`src/rtl/alu_pkg.sv`:
```
// Shared ALU definitions: opcodes, arbiter FSM states and the default datapath width.
package alu_pkg;

    localparam int WIDTH_DEFAULT = 16;

    typedef enum logic [2:0] {
        ALU_AND  = 3'd0,
        ALU_OR   = 3'd1,
        ALU_NOT  = 3'd2,
        ALU_ADD  = 3'd3,
        ALU_SUB  = 3'd4,
        ALU_RSUB = 3'd5
    } alu_op_e;

    typedef enum logic [1:0] {
        IDLE = 2'd0,
        EXEC = 2'd1,
        RESP = 2'd2
    } arb_state_e;

    function automatic logic is_legal_op(input logic [2:0] op);
        return (op <= 3'd5);
    endfunction

endpackage

```
`src/rtl/alu_share_arbiter_rr_arb2.sv`:
```
// Two-way round-robin pick: on a tie the port that was not granted last wins.
// Purely combinational; the caller decides when a grant is actually taken.
module rr_arb2 (
    input  logic i_v0,
    input  logic i_v1,
    input  logic i_last_grant,
    output logic o_gnt_id,
    output logic o_gnt_any
);

    assign o_gnt_any = i_v0 | i_v1;
    assign o_gnt_id  = (i_v0 & i_v1) ? ~i_last_grant : i_v1;

endmodule

```
`src/rtl/alu_share_arbiter.sv`:
```
// Shares one ALU between two requesters; legal ops respond 2 cycles after accept, illegal ops 1.
// Response is held until rsp_ready; no request is accepted while an operation is in flight.
module alu_share_arbiter
    import alu_pkg::*;
#(
    parameter int WIDTH = alu_pkg::WIDTH_DEFAULT
) (
    input  logic             clk,
    input  logic             rst_n,
    input  logic             r0_valid,
    output logic             r0_ready,
    input  logic [WIDTH-1:0] r0_a,
    input  logic [WIDTH-1:0] r0_b,
    input  logic [2:0]       r0_op,
    input  logic             r1_valid,
    output logic             r1_ready,
    input  logic [WIDTH-1:0] r1_a,
    input  logic [WIDTH-1:0] r1_b,
    input  logic [2:0]       r1_op,
    output logic [WIDTH-1:0] alu_a,
    output logic [WIDTH-1:0] alu_b,
    output logic [2:0]       alu_op,
    input  logic [WIDTH-1:0] alu_out,
    input  logic             alu_zero,
    output logic             rsp_valid,
    input  logic             rsp_ready,
    output logic             rsp_id,
    output logic [WIDTH-1:0] rsp_data,
    output logic             rsp_zero,
    output logic             rsp_err
);

    arb_state_e       r_state;
    arb_state_e       w_state_nxt;
    logic             r_last_grant;
    logic [WIDTH-1:0] r_a;
    logic [WIDTH-1:0] r_b;
    logic [2:0]       r_op;
    logic             r_rsp_id;
    logic [WIDTH-1:0] r_rsp_data;
    logic             r_rsp_zero;
    logic             r_rsp_err;

    logic             w_gnt_id;
    logic             w_gnt_any;
    logic             w_accept;
    logic [WIDTH-1:0] w_sel_a;
    logic [WIDTH-1:0] w_sel_b;
    logic [2:0]       w_sel_op;

    rr_arb2 u_rr_arb2 (
        .i_v0         (r0_valid),
        .i_v1         (r1_valid),
        .i_last_grant (r_last_grant),
        .o_gnt_id     (w_gnt_id),
        .o_gnt_any    (w_gnt_any)
    );

    assign w_accept = (r_state == IDLE) & w_gnt_any;
    assign w_sel_a  = w_gnt_id ? r1_a  : r0_a;
    assign w_sel_b  = w_gnt_id ? r1_b  : r0_b;
    assign w_sel_op = w_gnt_id ? r1_op : r0_op;

    always_ff @(posedge clk or negedge rst_n) begin
        if (!rst_n) begin
            r_state <= IDLE;
        end else begin
            r_state <= w_state_nxt;
        end
    end

    always_comb begin
        w_state_nxt = r_state;
        case (r_state)
            IDLE:    if (w_gnt_any) w_state_nxt = is_legal_op(w_sel_op) ? EXEC : RESP;
            EXEC:    w_state_nxt = RESP;
            RESP:    if (rsp_ready) w_state_nxt = IDLE;
            default: w_state_nxt = IDLE;
        endcase
    end

    // Ready is masked during reset so nothing looks accepted while state is being cleared.
    always_comb begin
        r0_ready  = 1'b0;
        r1_ready  = 1'b0;
        alu_a     = '0;
        alu_b     = '0;
        alu_op    = 3'd0;
        rsp_valid = (r_state == RESP);
        if (rst_n && r_state == IDLE) begin
            r0_ready = w_gnt_any & ~w_gnt_id;
            r1_ready = w_gnt_any &  w_gnt_id;
        end
        if (r_state == EXEC) begin
            alu_a  = r_a;
            alu_b  = r_b;
            alu_op = r_op;
        end
    end

    always_ff @(posedge clk or negedge rst_n) begin
        if (!rst_n) begin
            r_last_grant <= 1'b1;
            r_a          <= '0;
            r_b          <= '0;
            r_op         <= 3'd0;
            r_rsp_id     <= 1'b0;
            r_rsp_data   <= '0;
            r_rsp_zero   <= 1'b0;
            r_rsp_err    <= 1'b0;
        end else begin
            if (w_accept) begin
                r_a          <= w_sel_a;
                r_b          <= w_sel_b;
                r_op         <= w_sel_op;
                r_rsp_id     <= w_gnt_id;
                r_last_grant <= w_gnt_id;
                if (!is_legal_op(w_sel_op)) begin
                    r_rsp_data <= '0;
                    r_rsp_zero <= 1'b0;
                    r_rsp_err  <= 1'b1;
                end
            end
            if (r_state == EXEC) begin
                r_rsp_data <= alu_out;
                r_rsp_zero <= alu_zero;
                r_rsp_err  <= 1'b0;
            end
        end
    end

    assign rsp_id   = r_rsp_id;
    assign rsp_data = r_rsp_data;
    assign rsp_zero = r_rsp_zero;
    assign rsp_err  = r_rsp_err;

endmodule

```
`config.mk`:
```
export PLATFORM = sky130hd
export DESIGN_NAME = alu_share_arbiter
export DESIGN_NICKNAME = d
export VERILOG_FILES = /design/src/rtl/alu_pkg.sv /design/src/rtl/alu_share_arbiter_rr_arb2.sv /design/src/rtl/alu_share_arbiter.sv
export SDC_FILE = /design/constraint.sdc
export NUM_CORES = 1
export LEC_CHECK = 0
export CORE_AREA = 3 3 113 115
export CTS_CLUSTER_DIAMETER = 40
export CTS_CLUSTER_SIZE = 14
export DETAILED_ROUTE_END_ITERATION = 10
export DIE_AREA = 0 0 116 118
export GPL_TIMING_DRIVEN = 0
export HOLD_SLACK_MARGIN = 0.15
export PLACE_DENSITY = 0.63
export SYNTH_ARGS = -nofsm -noshare
export SYNTH_HDL_FRONTEND = slang
export SYNTH_SLANG_ARGS = --single-unit
```
`constraint.sdc`:
```
create_clock -name clk -period 2.6 [get_ports clk]
set_clock_uncertainty 0.1 [all_clocks]
set_input_delay 0.52 -clock clk [delete_from_list [all_inputs] [get_ports clk]]
set_output_delay 0.52 -clock clk [all_outputs]
set_load 0.1 [all_outputs]
```
==> results.toml <==
[die]
chip_width_um = 116
die_height_um = 118
start_util_pct = 24.5
core_area_mm2 = 0.0119
floorplan.rows = 40
ios = 149
die_footprint_mm2 = 0.0137

[pwr]
cell_internal_pwr_mw = 3.30
power_density_mw_per_mm2 = 1400
power.clock.fraction_pct = 15.3
power_switching_mw = 3.58
worst_ir_drop_vdd_mv = 0.516
p_total_mw = 6.88
leakage_nw = 2.19
sequentialPowerShare_pct = 22.7
p_sw_share_pct = 52.1
combinational_share_of_power_pct = 62.0

[global_route]
grt_overflow = 0
first_global_vias = 2575
grt_start_max_net_pins = 32
initial_antenna_violation_count = 0
grt_first_pass_wirelength_mm = 13.2
track_usage_pct = 12.3

[worst_setup_path]
crit_required_ns = 1.98
startpoint_type = "flop"
timing.critical_path.buf_inv = 1
crit_fanout = 6
critPathMaxStageDelay_ns = 0.87
worst_path_max_delay_cell = "sky130_fd_sc_hd__clkdlybuf4s15_1"
crit_path_end_kind = "primary output"
cp_cell_sequence = "nor2b_1, clkdlybuf4s15_1"
crit_type = "reg2out"
cp.arrival_ns = 1.90
worst_path_dominant_cell_family = "buffers and inverters"

[run]
max_cap_viol = 0

[finish]
drive_gt1_share_pct = 37.1
area.sequential_mm2 = 0.00143
final_common_cell = "sky130_fd_sc_hd__clkdlybuf4s50_1"
area.growth.synth_to_final_pct = 68.6
post_layout_net_count = 489
filler_cell_count = 1196
insertedDiodeCount = 0
post_layout_nonfiller_instances = 549
multi_input_comb_area_mm2 = 0.00143
mostFrequentLayoutCells = "sky130_fd_sc_hd__clkdlybuf4s50_1 (107), sky130_fd_sc_hd__mux2_2 (70), sky130_fd_sc_hd__dfrtp_1 (56), sky130_fd_sc_hd__and2_1 (35), sky130_fd_sc_hd__buf_4 (33)"
postLayoutCoreUtil_pct = 41.4

[timing]
hold_viol = 0
worst_slew_pin_slew_ns = 0.984
rsz_0062_raised_after_global_routing = "yes"
timing.final.max_slew_violations = 0
finalSetupViolCount = 0
maxSlewHeadroom_pct = 34.2
fmax_mhz = 397
layout_min_cycle_time_ns = 2.52
final_worst_path_setup_slack_ns = 0.0784
fin_crit_sh_pct = 97.0

[clocking]
htree_levels = 3
cts_tree = "yes"
cts_buffers = 9
sink_count_of_the_clock_tree = 57
clkTransAtPathRegs_ns = 0.05
clock_insertion_delay_worst_skew_ns = 0.31
clk_root_buffer_cell = "sky130_fd_sc_hd__clkbuf_16"
ctsLongestPathBuffers = 2

[yosys]
yosys.cell_types.count = 23
synth_top_cell_area_share_pct = 47.9
syn-instance-count = 233
synth-seq-cells = 57
synth_largest_area_cell = "sky130_fd_sc_hd__dfrtp_1"
ys.warnings.count = 0
synth_nets = 325
synth-async-reset-ratio_pct = 100
synth_area_mm2 = 0.00292
synth_enable_flop_cells = 0
synth.area.top_cells = "sky130_fd_sc_hd__dfrtp_1 (48%), sky130_fd_sc_hd__mux2_2 (27%), sky130_fd_sc_hd__and2_1 (7.5%)"
syn_area_per_cell_um2 = 12.5
synth_top_flop_cell = "sky130_fd_sc_hd__dfrtp_1"
synth.yosys.seq_area_share_pct = 48.8

[min_path]
hp-class = "in2async"

[detailed_routing]
detail_route.wl_per_cell_um = 15.4
routed_wirelength_mm = 8.47
detailroute.via_count = 2398
route.detailed.drc = 0
drt-initial-drc-count = 59
antenna_violating_nets_post_route = 0
detailedRoute.firstPassIterationCount = 4
detail_route.vias_per_cell = 4.37

[placement]
dpl.cell_count = 529
io_buffer_count = 148
gp_congestion = 0.705
pre_cts_ws_ns = -0.961
place_hpwl_mm = 6.37

[outcome]
status = "complete, no violations"
==> power groups by stage <==
stage | Clock, mW | Sequential, mW | Combinational, mW
after floorplan | 0 | 2.50 | 2.33
after global placement | 0 | 1.55 | 4.28
after detailed placement | 0 | 1.57 | 4.32
after CTS | 1.09 | 1.57 | 4.30
after global routing | 1.13 | 1.63 | 4.47
final | 1.05 | 1.56 | 4.26
==> worst min-delay path, cell delays in order <==
cell,delay [ns]
sky130_fd_sc_hd__clkbuf_4,0.15
sky130_fd_sc_hd__buf_12,0.10
sky130_fd_sc_hd__buf_12,0.18
==> timing repair <==
item | in CTS | in global routing
buffers inserted | 1 | 0
setup endpoints to repair | 38 | 12
resized for setup | 219 | 8
endpoints found under the hold margin | 0 | 28
hold buffers | 0 | 3
==> logic make-up (layout without fill, tap and decap cells) <==
logic type | after synthesis | in the layout | share of synthesized area, %
muxes | 88 | 88 | 33.1
buffers and inverters | 17 | 186 | 3.30
DFF | 57 | 57 | 48.8
AOI/OAI and AO/OA | 24 | 24 | 4.79
and+or+nand+nor | 47 | 47 | 9.93
==> stage by stage <==
stage	hold slack, ns	area, µm²	TNS (ns)
2_1_floorplan	0.124	2930	0
3_3_place_gp	0.381	4600	-93.00
3_5_place_dp	0.387	4610	-31.93
4_1_cts	0.181	4860	0
5_1_grt	0.199	4930	-0.000531
6_report	0.186	4930	0
==> layer usage <==
layer | up-vias | GRT usage, % | routed length [µm]
met2 | 93 | 21.2 | 4330
met5 | - | 0 | 0
met3 | 9 | 3.70 | 614
met1 | 1151 | 14.7 | 3440
met4 | 0 | 3.26 | 80
li1 | 1145 | - | -
==> flip-flops by register name, indices dropped and copies added, names as in the netlist <==
signal / cells
r_b: 16
r_op: 3
r_a: 16
rsp_err: 1
rsp_id: 1
rsp_data: 16
rsp_zero: 1
r_state: 2
r_last_grant: 1
==> layout make-up <==
class	count	area share [%]
plain buffers	16	2.03
repair buffers	153	30.7
clock inverters	4	0.406
multi-input cells	159	29.1
flip-flops and latches	57	29.0
inverters	1	0.0762
well taps	147	3.73
clock buffers	12	5.00
==> Yosys cell counts, drive strengths merged, types with 2 or more instances <==
library cell and number:
a22o 2, nor2b 2, nor2 4, clkbuf 4, nand2 2, buf 12, mux2 70, a21oi 18
dfrtp 56, and2 35, mux2i 18
==> final timing paths <==
check	endpoint	slack, ns	cells after the start	startpoint
worst min-delay path	rsp_data[0]	0.19	3	rst_n
worst min register to register	r_b[15]	0.39	1	r_b[15]
worst max-delay path	rsp_valid	0.08	2	r_state[1]
worst max register to register	r_a[9]	0.77	3	r_state[1]
max in group asynchronous	r_state[1]	2.02	3	rst_n
min in group clk	r_b[15]	0.39	1	r_b[15]
Note: power is estimated with default switching activity, not from simulation.
